`src/rtl/timer_poll_ctrl.sv`:
```
// timer_poll_ctrl: drives an interval-timer device through program / arm /
// poll / acknowledge cycles. It emits a tick pulse per expiry, an optional
// done pulse at the end of a run, and a running expiry count.
module timer_poll_ctrl #(
  parameter int COUNT_W = 16
) (
  input  logic               CLK,
  input  logic               RST,
  input  logic               GWE,
  input  logic               start,
  input  logic               stop,
  input  logic               periodic,
  input  logic [15:0]        interval_cfg,
  input  logic [COUNT_W-1:0] tick_limit,
  output logic               write_interval,
  output logic [15:0]        interval_out,
  output logic               read_status,
  input  logic               status_in,
  output logic               busy,
  output logic               tick,
  output logic               done,
  output logic [COUNT_W-1:0] tick_count
);

  localparam logic [2:0] S_IDLE   = 3'd0;
  localparam logic [2:0] S_LOAD   = 3'd1;
  localparam logic [2:0] S_ARM    = 3'd2;
  localparam logic [2:0] S_WAIT   = 3'd3;
  localparam logic [2:0] S_EXPIRE = 3'd4;
  localparam logic [2:0] S_DONE   = 3'd5;

  logic [2:0]         state_q, state_d;
  logic               per_q, per_d;
  logic [15:0]        ival_q, ival_d;
  logic [COUNT_W-1:0] lim_q, lim_d;
  logic [COUNT_W-1:0] cnt_q, cnt_d;
  logic [COUNT_W-1:0] cnt_inc;

  // Count after the current expiry is accounted for; wraps naturally.
  assign cnt_inc = cnt_q + COUNT_W'(1);

  // Next-state and run-configuration latch logic.
  always_comb begin
    state_d = state_q;
    per_d   = per_q;
    ival_d  = ival_q;
    lim_d   = lim_q;
    cnt_d   = cnt_q;
    if (state_q == S_IDLE) begin
      // start together with stop is treated as "do nothing".
      if (start && !stop) begin
        per_d   = periodic;
        ival_d  = interval_cfg;
        lim_d   = tick_limit;
        cnt_d   = '0;
        state_d = S_LOAD;
      end
    end else if (stop) begin
      // Abort wins over every other transition; count is left untouched.
      state_d = S_IDLE;
    end else begin
      case (state_q)
        S_LOAD:   state_d = S_ARM;
        S_ARM:    if (status_in) state_d = S_WAIT;
        S_WAIT:   if (status_in) state_d = S_EXPIRE;
        S_EXPIRE: begin
          cnt_d = cnt_inc;
          if (!per_q)                              state_d = S_DONE;
          else if (lim_q != '0 && cnt_inc == lim_q) state_d = S_DONE;
          else                                     state_d = S_WAIT;
        end
        S_DONE:   state_d = S_IDLE;
        default:  state_d = S_IDLE;
      endcase
    end
  end

  // State registers; reset dominates, GWE freezes everything else.
  always_ff @(posedge CLK) begin
    if (RST) begin
      state_q <= S_IDLE;
      per_q   <= 1'b0;
      ival_q  <= '0;
      lim_q   <= '0;
      cnt_q   <= '0;
    end else if (GWE) begin
      state_q <= state_d;
      per_q   <= per_d;
      ival_q  <= ival_d;
      lim_q   <= lim_d;
      cnt_q   <= cnt_d;
    end
  end

  // Moore output decode. In periodic EXPIRE the status read doubles as the
  // reload acknowledge; in one-shot the timer is left expired on purpose.
  always_comb begin
    busy           = (state_q != S_IDLE);
    write_interval = (state_q == S_LOAD);
    read_status    = (state_q == S_ARM) || (state_q == S_EXPIRE && per_q);
    tick           = (state_q == S_EXPIRE);
    done           = (state_q == S_DONE);
  end

  assign interval_out = ival_q;
  assign tick_count   = cnt_q;

endmodule

```
`config.mk`:
```
export PLATFORM = sky130hd
export DESIGN_NAME = timer_poll_ctrl
export DESIGN_NICKNAME = d
export VERILOG_FILES = /design/src/rtl/timer_poll_ctrl.sv
export SDC_FILE = /design/constraint.sdc
export NUM_CORES = 1
export LEC_CHECK = 0
export CORE_MARGIN = 5
export CORE_UTILIZATION = 40
export CTS_CLUSTER_SIZE = 40
export DETAILED_ROUTE_END_ITERATION = 7
export PLACE_DENSITY = 0.69
export SLEW_MARGIN = 5
export SYNTH_ARGS = -nofsm -noshare
export SYNTH_HDL_FRONTEND = slang
export SYNTH_SLANG_ARGS = --single-unit
export TNS_END_PERCENT = 5
```
`constraint.sdc`:
```
create_clock -name CLK -period 2.9 [get_ports CLK]
set_input_delay 0.58 -clock CLK [delete_from_list [all_inputs] [get_ports CLK]]
set_output_delay 0.58 -clock CLK [all_outputs]
set_load 0.01 [all_outputs]
```
Word level (Yosys, flattened, before mapping)
Index checks and enable logic that the tools add are counted.
{ "op_classes": {"mux": 12, "n_addsub": 1, "n_reduce_logical": 12, "eq_ne": 10} }
{ "ops": {"columns": ["operator", "count"], "rows": [
  ["$mux 16", 4],
  ["$mux 3", 7],
  ["$add 16x1->16 const B", 1],
  ["$eq 16x16->1", 1],
  ["$reduce_bool 16->1", 1],
  ["$pmux 3 s4", 1],
  ["$ne 4x4->1 const B", 2],
  ["$reduce_and 4->1", 2],
  ["$eq 3x2->1 const B", 2],
  ["$eq 3x3->1 const B", 2],
  ["$ne 2x1->1 const B", 2],
  ["$eq 3x1->1 const B", 1],
  ["$logic_and 1x1->1", 3],
  ["$logic_not 3->1", 1],
  ["$reduce_and 3->1", 1],
  ["$reduce_bool 3->1", 1],
  ["$reduce_bool 2->1", 1],
  ["$logic_not 1->1", 1],
  ["$logic_or 1x1->1", 1]
]} }
{ "word_totals": {"ff_bits": 52, "wordCells": 40, "inputBits": 39} }

Depth between registers and ports, before layout
Gate-level depths: netlist of run 1.
{ "logic_depth": {"depth_word": 8, "ltp_mapped": 8, "ltp_nobuf": 7} }

Least setup slack after synthesis of run 1
No wires, ideal clock.
{ "synth_path": {"kind": "register to register", "startpoint": "register cnt_q[0] (netlist: tick_count[0])", "endpoint": "register state_q[1]", "period_less_slack_ns": 2.124, "arrival_ns": 2.008, "path_stages_with_launch": 8, "t_required_ns": 2.784, "path_slack_ns": 0.776, "setup_ns": 0.116, "cell_sequence": "dfxtp_1 ha_1 nand3_2 or4_4 xnor2_1 nor2_1 nand4_1 a41o_1"} }
{ "synth_via": {"elab_chain_len": 8} }
{ "synth_lines": {"columns": ["item", "line", "text"], "rows": [
  ["start: declaration", "36", "logic [COUNT_W-1:0] cnt_q, cnt_d;"],
  ["start signal: assignment", "91", "cnt_q <= cnt_d;"],
  ["$add 16x1->16", "40", "assign cnt_inc = cnt_q + COUNT_W'(1);"],
  ["$eq 16x16->1", "69", "else if (lim_q != '0 && cnt_inc == lim_q) state_d = S_DONE;"],
  ["$logic_and 1x1->1", "69", null],
  ["$mux 3", "69", null],
  ["$mux 3", "68", "if (!per_q) state_d = S_DONE;"],
  ["$pmux 3 s4", "62", "case (state_q)"],
  ["$mux 3", "58", "end else if (stop) begin"],
  ["$mux 3", "49", "if (state_q == S_IDLE) begin"],
  ["end signal: assignment", "87", "state_q <= state_d;"],
  ["end: declaration", "32", "logic [2:0] state_q, state_d;"]
]} }
No other way between the ends.
A chain may end at the register's enable or synchronous reset.

Final worst setup path of run 1
{ "layout_path": {"startpoint": "register state_q[2]", "endpoint": "output done"} }
{ "layout_via": {"elab_chain_len": 1} }
{ "layout_lines": {"columns": ["item", "line", "text"], "rows": [
  ["$eq 3x3->1", "102", "done = (state_q == S_DONE);"],
  ["end: declaration", "21", "output logic done,"]
]} }
No other way between the ends.

==> results of run 1 <==
-- metal layers --
layer  wire length (µm)  part of all wire  GRT usage
met3                419             0.059     0.0463
met5                  0                 0          0
met1               3240              0.45      0.216
met2               3380              0.47      0.275
met4                108             0.015     0.0631
-- sequential cells by signal, summed over array words and instances (netlist names) --
register,flops
tick_count,16
lim_q,16
state_q,3
per_q,1
interval_out,16
-- kinds of logic (layout without fill, tap and decap cells) --
family | count (synthesis) | in the layout | synth area share
AND/OR/NAND/NOR | 177 | 177 | 0.319
multiplexers | 1 | 1 | 0.00370
AO/OA/AOI/OAI | 69 | 69 | 0.146
adder cells (fa/ha/maj) | 1 | 1 | 0.00462
buffers and inverters | 30 | 89 | 0.0522
flip-flops | 52 | 52 | 0.384
XOR/XNOR | 28 | 28 | 0.0905
-- final cells by class --
type | count | share of cell area
Clock buffer | 5 | 0.0194
Clock inverter | 3 | 0.00775
Inverter | 1 | 0.00106
Multi-Input combinational cell | 276 | 0.430
Sequential cell | 52 | 0.293
Tap cell | 80 | 0.0282
Timing Repair Buffer | 80 | 0.221
-- path summary, 6_finish.rpt --
| check | to | slack (ps) | depth (start not counted) |
|---|---|---|---|
| max | done | 380 | 3 |
| min | interval_out[3] | 460 | 2 |
| max reg2reg | state_q[1] | 550 | 7 |
| min reg2reg | interval_out[3] | 460 | 2 |
-- critical path: cells and delay by family, from the launching register on --
family        cells  cell delay, ps
buf+inv           2             830
flops             1             610
simple gates      1             180
-- cell usage in the layout (no fill, tap or decap), types with 5 or more instances in the layout --
master and count:
nand2_1 89, buf_4 5, nor4_1 7, nand4_1 7, xnor2_1 17, a22oi_1 6, clkbuf_8 5, a21oi_1 47
nand3_1 12, a21o_1 5, nor3_1 14, clkdlybuf4s50_1 74, dfxtp_1 52, nor2_1 20, xor2_1 11
-- power by group through the flow --
stage | registers (mW) | logic, mW | clock network (mW)
floorplan | 0.762 | 0.0812 | 0
detailed placement | 0.765 | 0.172 | 0
CTS | 0.749 | 0.173 | 0.463
global placement | 0.765 | 0.169 | 0
finish | 0.749 | 0.171 | 0.451
global route | 0.752 | 0.187 | 0.485
==> results.ini, run 1 <==
[clock_tree]
clkLatencyLatePin_ps=320
htreeDepth=2
postCtsSetupRepairBufs=0
clk_pin_slew_ps=110
cts_tree=built
cts_made_buffers=5
cts.sinks=52
cts_hold_buf=0
ctsResizeCount=0
root_buffer=clkbuf_8
clock_path_buffers=2

[drt]
viasPerCell=5.38
first_pass_iters=5
drtIter0Drc=114
vias=2675
ant_nets=0
routedWlPerCell_um=14.4
drcViolationCount=0
totalWireLength_um=7150

[final_layout]
instances_no_fill=497
diodes=0
final_util=0.531
layout.nets=456
regArea_um2=1040
design_area_um2=3550
syn_to_final_growth_pct=31.1
final_layout_size_suffix_gt1_frac=0.0480
fill_cells=652
multi_input_area_um2=1530

[critical_path]
critPathArrivalTime_ps=1940
max_stage_delay_ps=610
cp_data_required_time_ps=2320
path_class=reg -> out
critPathLaunchType=flip-flop
crit_slowest_cell=dfxtp_1
r2r-start=tick_count[0]
critPathLaunch=state_q[2]
endpoint_kind=output port
path_cells=buf_4 -> and3b_1 -> clkdlybuf4s50_1
worstPathMaxFanout=14

[timing]
clock.fmax_mhz=397
maxSlewHeadroom=0.624
fin_setup_tns_ps=0
period_minus_slack_ps=2520
setup_ws_ps=383
rsz0062_at_grt=false
setup_viol=0
whs_ps=460
drv_slew=0
clock_skew_ps=13.3
timing.final.crit_share=0.868
hold_viol=0
worst_pin_slew_ps=563

[floorplanning]
die_w_um=92.3
core-area_um2=6680
dieHeight_um=92.3
die_area_um2=8520
initial_utilization=0.405
io_pins=76
rows=30

[grt]
grt_pass1_wl_um=11900
grt-ovfl-total=0
grt_pass1_vias=2516
grt_start_max_net_pins=42
grtUsageTotal=0.170
antenna_found_initial=0

[synth]
synth_top_area_frac=0.384
synth_most_common_cell=nand2_1
netlist_instances=358
synthTopCellsByArea=dfxtp_1 (38%), nand2_1 (12%), a21oi_1 (8.7%)
async_reset_ff_frac=0
synth_top_cell_by_area=dfxtp_1
syn_avg_cell_area_um2=7.57
synth.distinct_cells=43
synth_common_cells=nand2_1 (89), dfxtp_1 (52), a21oi_1 (47), nor2_1 (20), xnor2_1 (17)
synth_nets=398
netlist_area_um2=2710
ys_warn_count=0
synth_flop_cell=dfxtp_1
synth-edff-count=0
ys_seq_area_frac=0.384
ys_seq_elements=52

[hold_path]
min_from=interval_out[3]
hp-class=reg -> reg

[placed_design]
dp.cells=489
io_buffers=75
dpl_cell_area_um2=3450
dp_hpwl_um=5200
gp_congestion=0.876
place_ws_ps=223

[power]
powerDensity_nw_per_um2=386
ir_worst_vdd_mv=0.284
p_leak_nw=1.28
swShare=0.268
combPwrFrac=0.125
p_total_mw=1.37
p_sw_mw=0.368
pwr-share-clk=0.329
p_int_mw=1.00
p_seq_frac=0.547

[run_status]
status=finished clean

[run]
max-cap-violations=0

No activity file was read; power rests on OpenSTA's default activity.
==> run 2: changes to the inputs <==
Settings changed: GPL_ROUTABILITY_DRIVEN set to 0.
==> results of run 2 <==
Same layout as run 1: the final DEF is identical, and so are final timing and power.
